`config.mk`:
```
export PLATFORM = sky130hd
export DESIGN_NAME = ppi_bus_controller_flat
export DESIGN_NICKNAME = d
export VERILOG_FILES = /design/src/rtl/ppi_bus_controller_if.sv /design/src/rtl/ppi_bus_controller.sv /design/src/flat_wrapper.sv
export SDC_FILE = /design/constraint.sdc
export NUM_CORES = 1
export LEC_CHECK = 0
export CAP_MARGIN = 20
export CORE_ASPECT_RATIO = 1.5
export CORE_MARGIN = 2
export CORE_UTILIZATION = 50
export CTS_CLUSTER_DIAMETER = 60
export DETAILED_ROUTE_END_ITERATION = 12
export PLACE_DENSITY = 0.86
export SLEW_MARGIN = 20
export SYNTH_ARGS = -nofsm -noshare
export SYNTH_HDL_FRONTEND = slang
export SYNTH_SLANG_ARGS = --single-unit
```
`constraint.sdc`:
```
create_clock -name clk -period 2.86 [get_ports clk]
set_clock_uncertainty 0.1 [all_clocks]
set_input_delay 0.715 -clock clk [delete_from_list [all_inputs] [get_ports clk]]
set_output_delay 0.715 -clock clk [all_outputs]
set_load 0.005 [all_outputs]
```
`src/rtl/ppi_bus_controller_if.sv`:
```
// Bundle of the requester handshakes, status outputs and PPI pins used by
// ppi_bus_controller. "master" is the controller side, "slave" is the side
// made up of the two requesters and the PPI device.
interface ppi_bus_controller_if;
   // requester 0
   logic       req0;
   logic       we0;
   logic [1:0] addr0;
   logic [7:0] wdata0;
   logic       gnt0;
   logic       done0;
   // requester 1
   logic       req1;
   logic       we1;
   logic [1:0] addr1;
   logic [7:0] wdata1;
   logic       gnt1;
   logic       done1;
   // shared status
   logic [7:0] rdata;
   logic       busy;
   logic [7:0] cwr_shadow;
   // PPI pins
   logic       ppi_reset;
   logic       ppi_csb;
   logic       ppi_wrb;
   logic       ppi_rdb;
   logic       ppi_a1;
   logic       ppi_a0;
   logic [7:0] ppi_dout;
   logic       ppi_doe;
   logic [7:0] ppi_din;

   modport master (
      input  req0, we0, addr0, wdata0,
      input  req1, we1, addr1, wdata1,
      input  ppi_din,
      output gnt0, done0, gnt1, done1,
      output rdata, busy, cwr_shadow,
      output ppi_reset, ppi_csb, ppi_wrb, ppi_rdb, ppi_a1, ppi_a0,
      output ppi_dout, ppi_doe
   );

   modport slave (
      output req0, we0, addr0, wdata0,
      output req1, we1, addr1, wdata1,
      output ppi_din,
      input  gnt0, done0, gnt1, done1,
      input  rdata, busy, cwr_shadow,
      input  ppi_reset, ppi_csb, ppi_wrb, ppi_rdb, ppi_a1, ppi_a0,
      input  ppi_dout, ppi_doe
   );
endinterface

```
`src/rtl/ppi_bus_controller.sv`:
```
// ppi_bus_controller: clocked bus master for an 8255-style PPI.
// Arbitrates two requesters round-robin, sequences SETUP/STROBE/HOLD bus
// cycles, pulses the PPI reset and writes INIT_CWR after every reset, and
// keeps a shadow of the last control word written.
// Optional feature macro: PPI_CWR_SKIP_EN -- a granted control-word write
// whose data equals the shadow skips the bus cycle (IDLE -> HOLD directly).
// Every output is a flop: the next-state logic computes the next state and
// fields, and the pin values are decoded from those and registered, so the
// visible pins always correspond to the current state.
module ppi_bus_controller #(
   parameter int unsigned STROBE_CYCLES = 2,
   parameter int unsigned RST_CYCLES    = 4,
   parameter logic [7:0]  INIT_CWR      = 8'h9B
) (
   input logic                  clk,
   input logic                  resetb,
   ppi_bus_controller_if.master bus
);

   typedef enum logic [2:0] {
      ST_INIT_RST = 3'd0,
      ST_INIT_CWR = 3'd1,
      ST_IDLE     = 3'd2,
      ST_SETUP    = 3'd3,
      ST_STROBE   = 3'd4,
      ST_HOLD     = 3'd5
   } state_t;

   typedef enum logic [1:0] {
      OWN_INIT = 2'd0,
      OWN_REQ0 = 2'd1,
      OWN_REQ1 = 2'd2
   } owner_t;

   localparam int unsigned CNT_MAX = (STROBE_CYCLES > RST_CYCLES) ? STROBE_CYCLES : RST_CYCLES;
   localparam int          CNT_W   = (CNT_MAX > 1) ? $clog2(CNT_MAX) : 1;
   localparam logic [CNT_W-1:0] STROBE_LAST = CNT_W'(STROBE_CYCLES - 1);
   localparam logic [CNT_W-1:0] RST_LAST    = CNT_W'(RST_CYCLES - 1);
   localparam logic [CNT_W-1:0] CNT_ZERO    = {CNT_W{1'b0}};
   localparam logic [1:0]       ADDR_CWR    = 2'b11;

   // sequencing state
   state_t           state_r, state_s;
   logic [CNT_W-1:0] cnt_r, cnt_s;
   owner_t           owner_r, owner_s;
   logic             we_r, we_s;
   logic [1:0]       addr_r, addr_s;
   logic [7:0]       wdata_r, wdata_s;
   logic             skip_r, skip_s;
   logic             rr_r, rr_s;
   logic [7:0]       rdata_r, rdata_s;
   logic [7:0]       shadow_r, shadow_s;
   logic             gnt0_r, gnt0_s;
   logic             gnt1_r, gnt1_s;

   // registered pin / status outputs
   logic             done0_r, done0_s;
   logic             done1_r, done1_s;
   logic             busy_r, busy_s;
   logic             ppi_reset_r, ppi_reset_s;
   logic             csb_r, csb_s;
   logic             wrb_r, wrb_s;
   logic             rdb_r, rdb_s;
   logic [1:0]       a_r, a_s;
   logic [7:0]       dout_r, dout_s;
   logic             doe_r, doe_s;

   // helpers
   logic             pick0_s, pick1_s;
   logic             arb_en_s;
   logic             skip_hit_s;
   logic             bus_act_s;

   // Round-robin choice between the two requesters (rr_r=0 favours req0).
   always_comb begin
      pick0_s = 1'b0;
      pick1_s = 1'b0;
      if (bus.req0 && bus.req1) begin
         pick0_s = ~rr_r;
         pick1_s = rr_r;
      end else if (bus.req0) begin
         pick0_s = 1'b1;
      end else if (bus.req1) begin
         pick1_s = 1'b1;
      end else begin
         pick0_s = 1'b0;
         pick1_s = 1'b0;
      end
   end

   // Detects a latched control-word write that would not change the PPI.
   always_comb begin
`ifdef PPI_CWR_SKIP_EN
      skip_hit_s = we_r && (addr_r == ADDR_CWR) && (wdata_r == shadow_r);
`else
      skip_hit_s = 1'b0;
`endif
   end

   // Next-state, field latching, read capture and shadow update.
   always_comb begin
      state_s  = state_r;
      cnt_s    = cnt_r;
      owner_s  = owner_r;
      we_s     = we_r;
      addr_s   = addr_r;
      wdata_s  = wdata_r;
      skip_s   = skip_r;
      rr_s     = rr_r;
      rdata_s  = rdata_r;
      shadow_s = shadow_r;
      gnt0_s   = 1'b0;
      gnt1_s   = 1'b0;
      arb_en_s = 1'b0;

      case (state_r)
         ST_INIT_RST: begin
            if (cnt_r == RST_LAST) begin
               // load the internal control-word write; INIT_CWR is its setup cycle
               state_s = ST_INIT_CWR;
               cnt_s   = CNT_ZERO;
               owner_s = OWN_INIT;
               we_s    = 1'b1;
               addr_s  = ADDR_CWR;
               wdata_s = INIT_CWR;
               skip_s  = 1'b0;
            end else begin
               cnt_s = cnt_r + 1'b1;
            end
         end
         ST_INIT_CWR: begin
            state_s = ST_STROBE;
            cnt_s   = CNT_ZERO;
         end
         ST_IDLE: begin
            if (gnt0_r || gnt1_r) begin
               // grant cycle: fields already latched, start the access
               skip_s = skip_hit_s;
               if (skip_hit_s) begin
                  state_s = ST_HOLD;
               end else begin
                  state_s = ST_SETUP;
               end
            end else begin
               arb_en_s = 1'b1;
            end
         end
         ST_SETUP: begin
            state_s = ST_STROBE;
            cnt_s   = CNT_ZERO;
         end
         ST_STROBE: begin
            if (cnt_r == STROBE_LAST) begin
               state_s = ST_HOLD;
               if (!we_r) begin
                  rdata_s = bus.ppi_din;
               end else if (addr_r == ADDR_CWR) begin
                  shadow_s = wdata_r;
               end else begin
                  rdata_s = rdata_r;
               end
            end else begin
               cnt_s = cnt_r + 1'b1;
            end
         end
         ST_HOLD: begin
            state_s  = ST_IDLE;
            skip_s   = 1'b0;
            arb_en_s = 1'b1;
         end
         default: begin
            state_s = ST_INIT_RST;
            cnt_s   = CNT_ZERO;
         end
      endcase

      // a grant is issued whenever the next cycle is an IDLE cycle
      if (arb_en_s) begin
         if (pick0_s) begin
            gnt0_s  = 1'b1;
            owner_s = OWN_REQ0;
            we_s    = bus.we0;
            addr_s  = bus.addr0;
            wdata_s = bus.wdata0;
            rr_s    = 1'b1;
         end else if (pick1_s) begin
            gnt1_s  = 1'b1;
            owner_s = OWN_REQ1;
            we_s    = bus.we1;
            addr_s  = bus.addr1;
            wdata_s = bus.wdata1;
            rr_s    = 1'b0;
         end else begin
            gnt0_s = 1'b0;
            gnt1_s = 1'b0;
         end
      end else begin
         arb_en_s = 1'b0;
      end
   end

   // Pin and status decode from the next state so the flops line up with it.
   always_comb begin
      bus_act_s   = (state_s == ST_INIT_CWR) || (state_s == ST_SETUP) ||
                    (state_s == ST_STROBE)   || ((state_s == ST_HOLD) && !skip_s);
      csb_s       = ~bus_act_s;
      wrb_s       = ~((state_s == ST_STROBE) && we_s);
      rdb_s       = ~((state_s == ST_STROBE) && !we_s);
      doe_s       = bus_act_s && we_s;
      ppi_reset_s = (state_s == ST_INIT_RST);
      busy_s      = (state_s != ST_IDLE);
      done0_s     = (state_s == ST_HOLD) && (owner_s == OWN_REQ0);
      done1_s     = (state_s == ST_HOLD) && (owner_s == OWN_REQ1);
      if (bus_act_s) begin
         a_s = addr_s;
      end else begin
         a_s = 2'b00;
      end
      if (doe_s) begin
         dout_s = wdata_s;
      end else begin
         dout_s = 8'h00;
      end
   end

   // State, latched fields and all registered outputs.
   always_ff @(posedge clk or negedge resetb) begin
      if (!resetb) begin
         state_r     <= ST_INIT_RST;
         cnt_r       <= CNT_ZERO;
         owner_r     <= OWN_INIT;
         we_r        <= 1'b0;
         addr_r      <= 2'b00;
         wdata_r     <= 8'h00;
         skip_r      <= 1'b0;
         rr_r        <= 1'b0;
         rdata_r     <= 8'h00;
         shadow_r    <= INIT_CWR;
         gnt0_r      <= 1'b0;
         gnt1_r      <= 1'b0;
         done0_r     <= 1'b0;
         done1_r     <= 1'b0;
         busy_r      <= 1'b1;
         ppi_reset_r <= 1'b1;
         csb_r       <= 1'b1;
         wrb_r       <= 1'b1;
         rdb_r       <= 1'b1;
         a_r         <= 2'b00;
         dout_r      <= 8'h00;
         doe_r       <= 1'b0;
      end else begin
         state_r     <= state_s;
         cnt_r       <= cnt_s;
         owner_r     <= owner_s;
         we_r        <= we_s;
         addr_r      <= addr_s;
         wdata_r     <= wdata_s;
         skip_r      <= skip_s;
         rr_r        <= rr_s;
         rdata_r     <= rdata_s;
         shadow_r    <= shadow_s;
         gnt0_r      <= gnt0_s;
         gnt1_r      <= gnt1_s;
         done0_r     <= done0_s;
         done1_r     <= done1_s;
         busy_r      <= busy_s;
         ppi_reset_r <= ppi_reset_s;
         csb_r       <= csb_s;
         wrb_r       <= wrb_s;
         rdb_r       <= rdb_s;
         a_r         <= a_s;
         dout_r      <= dout_s;
         doe_r       <= doe_s;
      end
   end

   assign bus.gnt0       = gnt0_r;
   assign bus.gnt1       = gnt1_r;
   assign bus.done0      = done0_r;
   assign bus.done1      = done1_r;
   assign bus.rdata      = rdata_r;
   assign bus.busy       = busy_r;
   assign bus.cwr_shadow = shadow_r;
   assign bus.ppi_reset  = ppi_reset_r;
   assign bus.ppi_csb    = csb_r;
   assign bus.ppi_wrb    = wrb_r;
   assign bus.ppi_rdb    = rdb_r;
   assign bus.ppi_a1     = a_r[1];
   assign bus.ppi_a0     = a_r[0];
   assign bus.ppi_dout   = dout_r;
   assign bus.ppi_doe    = doe_r;

endmodule
```
`src/flat_wrapper.sv`:
```
// flat-port wrapper written by rule: the top's interface ports become plain ports
module ppi_bus_controller_flat 
#(
   parameter int unsigned STROBE_CYCLES = 2,
   parameter int unsigned RST_CYCLES    = 4,
   parameter logic [7:0]  INIT_CWR      = 8'h9B
)
  (clk, resetb, bus_req0, bus_we0, bus_addr0, bus_wdata0, bus_req1, bus_we1, bus_addr1, bus_wdata1, bus_ppi_din, bus_gnt0, bus_done0, bus_gnt1, bus_done1, bus_rdata, bus_busy, bus_cwr_shadow, bus_ppi_reset, bus_ppi_csb, bus_ppi_wrb, bus_ppi_rdb, bus_ppi_a1, bus_ppi_a0, bus_ppi_dout, bus_ppi_doe);
  ppi_bus_controller_if bus_i ();
  input logic clk;
  input logic resetb;
  input wire logic [$bits(bus_i.req0)-1:0] bus_req0;
  input wire logic [$bits(bus_i.we0)-1:0] bus_we0;
  input wire logic [$bits(bus_i.addr0)-1:0] bus_addr0;
  input wire logic [$bits(bus_i.wdata0)-1:0] bus_wdata0;
  input wire logic [$bits(bus_i.req1)-1:0] bus_req1;
  input wire logic [$bits(bus_i.we1)-1:0] bus_we1;
  input wire logic [$bits(bus_i.addr1)-1:0] bus_addr1;
  input wire logic [$bits(bus_i.wdata1)-1:0] bus_wdata1;
  input wire logic [$bits(bus_i.ppi_din)-1:0] bus_ppi_din;
  output wire logic [$bits(bus_i.gnt0)-1:0] bus_gnt0;
  output wire logic [$bits(bus_i.done0)-1:0] bus_done0;
  output wire logic [$bits(bus_i.gnt1)-1:0] bus_gnt1;
  output wire logic [$bits(bus_i.done1)-1:0] bus_done1;
  output wire logic [$bits(bus_i.rdata)-1:0] bus_rdata;
  output wire logic [$bits(bus_i.busy)-1:0] bus_busy;
  output wire logic [$bits(bus_i.cwr_shadow)-1:0] bus_cwr_shadow;
  output wire logic [$bits(bus_i.ppi_reset)-1:0] bus_ppi_reset;
  output wire logic [$bits(bus_i.ppi_csb)-1:0] bus_ppi_csb;
  output wire logic [$bits(bus_i.ppi_wrb)-1:0] bus_ppi_wrb;
  output wire logic [$bits(bus_i.ppi_rdb)-1:0] bus_ppi_rdb;
  output wire logic [$bits(bus_i.ppi_a1)-1:0] bus_ppi_a1;
  output wire logic [$bits(bus_i.ppi_a0)-1:0] bus_ppi_a0;
  output wire logic [$bits(bus_i.ppi_dout)-1:0] bus_ppi_dout;
  output wire logic [$bits(bus_i.ppi_doe)-1:0] bus_ppi_doe;
  assign bus_i.req0 = bus_req0;
  assign bus_i.we0 = bus_we0;
  assign bus_i.addr0 = bus_addr0;
  assign bus_i.wdata0 = bus_wdata0;
  assign bus_i.req1 = bus_req1;
  assign bus_i.we1 = bus_we1;
  assign bus_i.addr1 = bus_addr1;
  assign bus_i.wdata1 = bus_wdata1;
  assign bus_i.ppi_din = bus_ppi_din;
  assign bus_gnt0 = bus_i.gnt0;
  assign bus_done0 = bus_i.done0;
  assign bus_gnt1 = bus_i.gnt1;
  assign bus_done1 = bus_i.done1;
  assign bus_rdata = bus_i.rdata;
  assign bus_busy = bus_i.busy;
  assign bus_cwr_shadow = bus_i.cwr_shadow;
  assign bus_ppi_reset = bus_i.ppi_reset;
  assign bus_ppi_csb = bus_i.ppi_csb;
  assign bus_ppi_wrb = bus_i.ppi_wrb;
  assign bus_ppi_rdb = bus_i.ppi_rdb;
  assign bus_ppi_a1 = bus_i.ppi_a1;
  assign bus_ppi_a0 = bus_i.ppi_a0;
  assign bus_ppi_dout = bus_i.ppi_dout;
  assign bus_ppi_doe = bus_i.ppi_doe;
  ppi_bus_controller #(.STROBE_CYCLES(STROBE_CYCLES), .RST_CYCLES(RST_CYCLES), .INIT_CWR(INIT_CWR)) u_core (.clk(clk), .resetb(resetb), .bus(bus_i));
endmodule
```
==> out/results.ini <==
[outcome]
status=complete, no violations

[cts]
cts_hold_buf=0
postCtsSetupRepairBufs=0
cts_resized=0
root_buffer=clkbuf_8
clk_pin_slew_ns=0.10
clock-sinks=56
cts_tree=built
htree_levels=2
cts_buffers=5
clkLatencyLatePin_ns=0.31
clk_path_buf_depth=2

[timing]
slew_headroom_pct=58.2
rsz0062_at_grt=false
worst_slew_pin_slew_ns=0.628
hold_viol=0
max_freq_ghz=0.420
drv_slew=0
min_period_ns=2.38
fin_hold_ws_ns=0.314
setup_viol=0
period_share_pct=83.2
timing.setup.tns_ns=0

[pwr]
p_sw_w=0.00108
p_per_area_mw_per_mm2=1010
p_leak_nw=1.36
combPwrFrac_pct=43.8
seqPwrFrac_pct=43.0
internal-power_w=0.00212
ir_drop_mv=0.522
clock_power_share_pct=13.1
p_sw_share_pct=33.7

[floorplanning]
rows=30
ios=70
core-area_mm2=0.00450
die_w_um=59.6
chipHeight_um=87.4
initial_utilization_pct=51.4
die_area_mm2=0.00520

[global_routing]
grt_pass1_vias=1739
grt_first_pass_wirelength_mm=8.21
grt_max_degree=31
grt_use_total_pct=21.1
gr-total-overflow=0
antenna_found_initial=0

[worst_setup_path]
cp.arrival_ns=2.53
crit_type=flip-flop to flip-flop
critPathLaunchType=flip-flop
critPathMaxFanout=13
required_ns=3.01
cp-end-kind=flip-flop

[route]
via_per_inst=5.64
first_iter_violations=57
ant_nets=0
wl_met2_mm=2.59
dr.pass1.iters=4
totalWireLength_mm=4.93
wl_met3_um=281
routed.top_layer=met4
wl_per_cell_um=15.7
via_count=1772
wl_met1_mm=1.93
drcViolationCount=0

[hold_path]
hold_class=input port to async pin

[logic_synthesis]
avgSynthCellArea_um2=12.2
synthCells=190
synth_edf_count=0
synth-seq-cells=56
syn-cell-area_mm2=0.00232
async_flop_share_pct=100
synth_top_flop_cell=dfrtp_1
yosysWarnings=0
ys_seq_area_share_pct=61.0
ys_types=39
synthesis.nets=226

[placement]
dp_hpwl_mm=3.68
dpl-instance-area_mm2=0.00308
port_buffers=69
gp_congestion=0.794

[finish]
nets=301
mostFrequentLayoutCells=clkdlybuf4s50_1, dfrtp_1, nand2_1, mux2_2, nor2_1
drive_gt1_share_pct=19.9
antenna_cells=0
area.growth.synth_to_final_pct=36.8
fin_area_mm2=0.00317
final_common_cell=clkdlybuf4s50_1

[run]
drv_cap=0

-- registers in the layout, indices dropped and copies added (netlist names), 2 cells and up --
name	flops
u_core.bus.rdata	8
u_core.a_r	2
u_core.bus.ppi_dout	8
u_core.wdata_r	8
u_core.addr_r	2
u_core.state_r	3
u_core.cnt_r	2
u_core.bus.cwr_shadow	8
u_core.owner_r	2
-- path summary, 6_finish.rpt --
check	slack [ns]	startpoint	cells after the start	end
min in group clk	0.41	u_core.bus.rdata[6]$_DFFE_PN0P_	1	u_core.bus.rdata[6]$_DFFE_PN0P_
min	0.31	resetb	1	u_core.bus.ppi_dout[5]$_DFF_PN0_
max in group asynchronous	1.71	resetb	2	u_core.bus.ppi_csb$_DFF_PN1_
min reg2reg	0.41	u_core.bus.rdata[6]$_DFFE_PN0P_	1	u_core.bus.rdata[6]$_DFFE_PN0P_
max	0.48	u_core.state_r[1]$_DFF_PN0_	7	u_core.bus.ppi_dout[4]$_DFF_PN0_
max reg2reg	0.48	u_core.state_r[1]$_DFF_PN0_	7	u_core.bus.ppi_dout[4]$_DFF_PN0_
-- layout make-up --
class | count | area, um2
sequential | 56 | 1410
timing repair buffer | 74 | 736
multi-input combinational | 122 | 852
tap | 48 | 60.1
fill | 322 | 1340
clock inverter | 2 | 12.5
clock buffer | 6 | 72.6
inverter | 6 | 22.5
-- Yosys cell counts, types with 2 or more instances --
| cell type | n | area share, % |
|---|---|---|
| a221o_1 | 3 | 1.3 |
| nor2_1 | 11 | 1.8 |
| nand3_1 | 4 | 0.86 |
| ha_1 | 2 | 1.1 |
| dfrtp_1 | 46 | 50 |
| nand2b_1 | 2 | 0.54 |
| nand2_1 | 17 | 2.8 |
| nor2_2 | 3 | 0.81 |
| o22ai_1 | 8 | 2.2 |
| and2_1 | 7 | 1.9 |
| a31o_2 | 3 | 1.1 |
| o21ai_2 | 2 | 0.76 |
| a22oi_1 | 4 | 1.3 |
| mux2_2 | 17 | 8.3 |
| a31oi_1 | 3 | 0.81 |
| clkbuf_1 | 4 | 0.65 |
| inv_1 | 5 | 0.81 |
| o21ai_0 | 8 | 1.7 |
| nor2b_1 | 5 | 1.4 |
| and3b_1 | 2 | 0.76 |
| a21oi_1 | 4 | 0.86 |
| nor3_1 | 4 | 0.86 |
| dfstp_2 | 10 | 11 |
-- power groups by stage --
stage | Sequential [W] | Combinational (W) | Clock [W]
after CTS | 0.00137 | 0.00141 | 0.000431
after detailed placement | 0.00139 | 0.00140 | 0
after global routing | 0.00142 | 0.00156 | 0.000467
after floorplan | 0.00134 | 0.000814 | 0
final | 0.00137 | 0.00140 | 0.000419
after global placement | 0.00138 | 0.00136 | 0
-- metrics by stage --
stage | power [W] | instances | utilization [%] | worst slack [ns]
detailed placement | 0.00279 | 306 | 68.5 | 0.184
finish | 0.00319 | 314 | 70.4 | 0.481
floorplan | 0.00215 | 190 | - | 0.728
global route | 0.00345 | 314 | 70.4 | 0.309
CTS | 0.00321 | 314 | 70.4 | 0.491
global placement | 0.00274 | 306 | 68.5 | 0.320
-- kinds of logic (layout without fill, tap and decap cells) --
kind of cell / after synthesis / in the layout / share of synthesized area (%)
AND/OR/NAND/NOR: 58 / 58 / 12.7
flip-flops: 56 / 56 / 61.0
AO/OA/AOI/OAI: 45 / 45 / 14.8
multiplexers: 17 / 17 / 8.27
buffers and inverters: 12 / 88 / 2.16
adder cells (fa/ha/maj): 2 / 2 / 1.08
-- worst max-delay path: stages (launching register included) --
cell and delay (ns):
dfrtp_1 0.56, or3b_4 0.47, o31ai_4 0.35, buf_4 0.24
nand2_1 0.09, inv_1 0.19, a221o_1 0.20, and2_1 0.12
-- metal layers --
layer / GRT usage, % / vias up
met5: 0 / -
met4: 8.48 / 0
met3: 4.16 / 12
met2: 36.0 / 74
met1: 25.7 / 850
li1: - / 836
(Power assumes the default switching activity.)
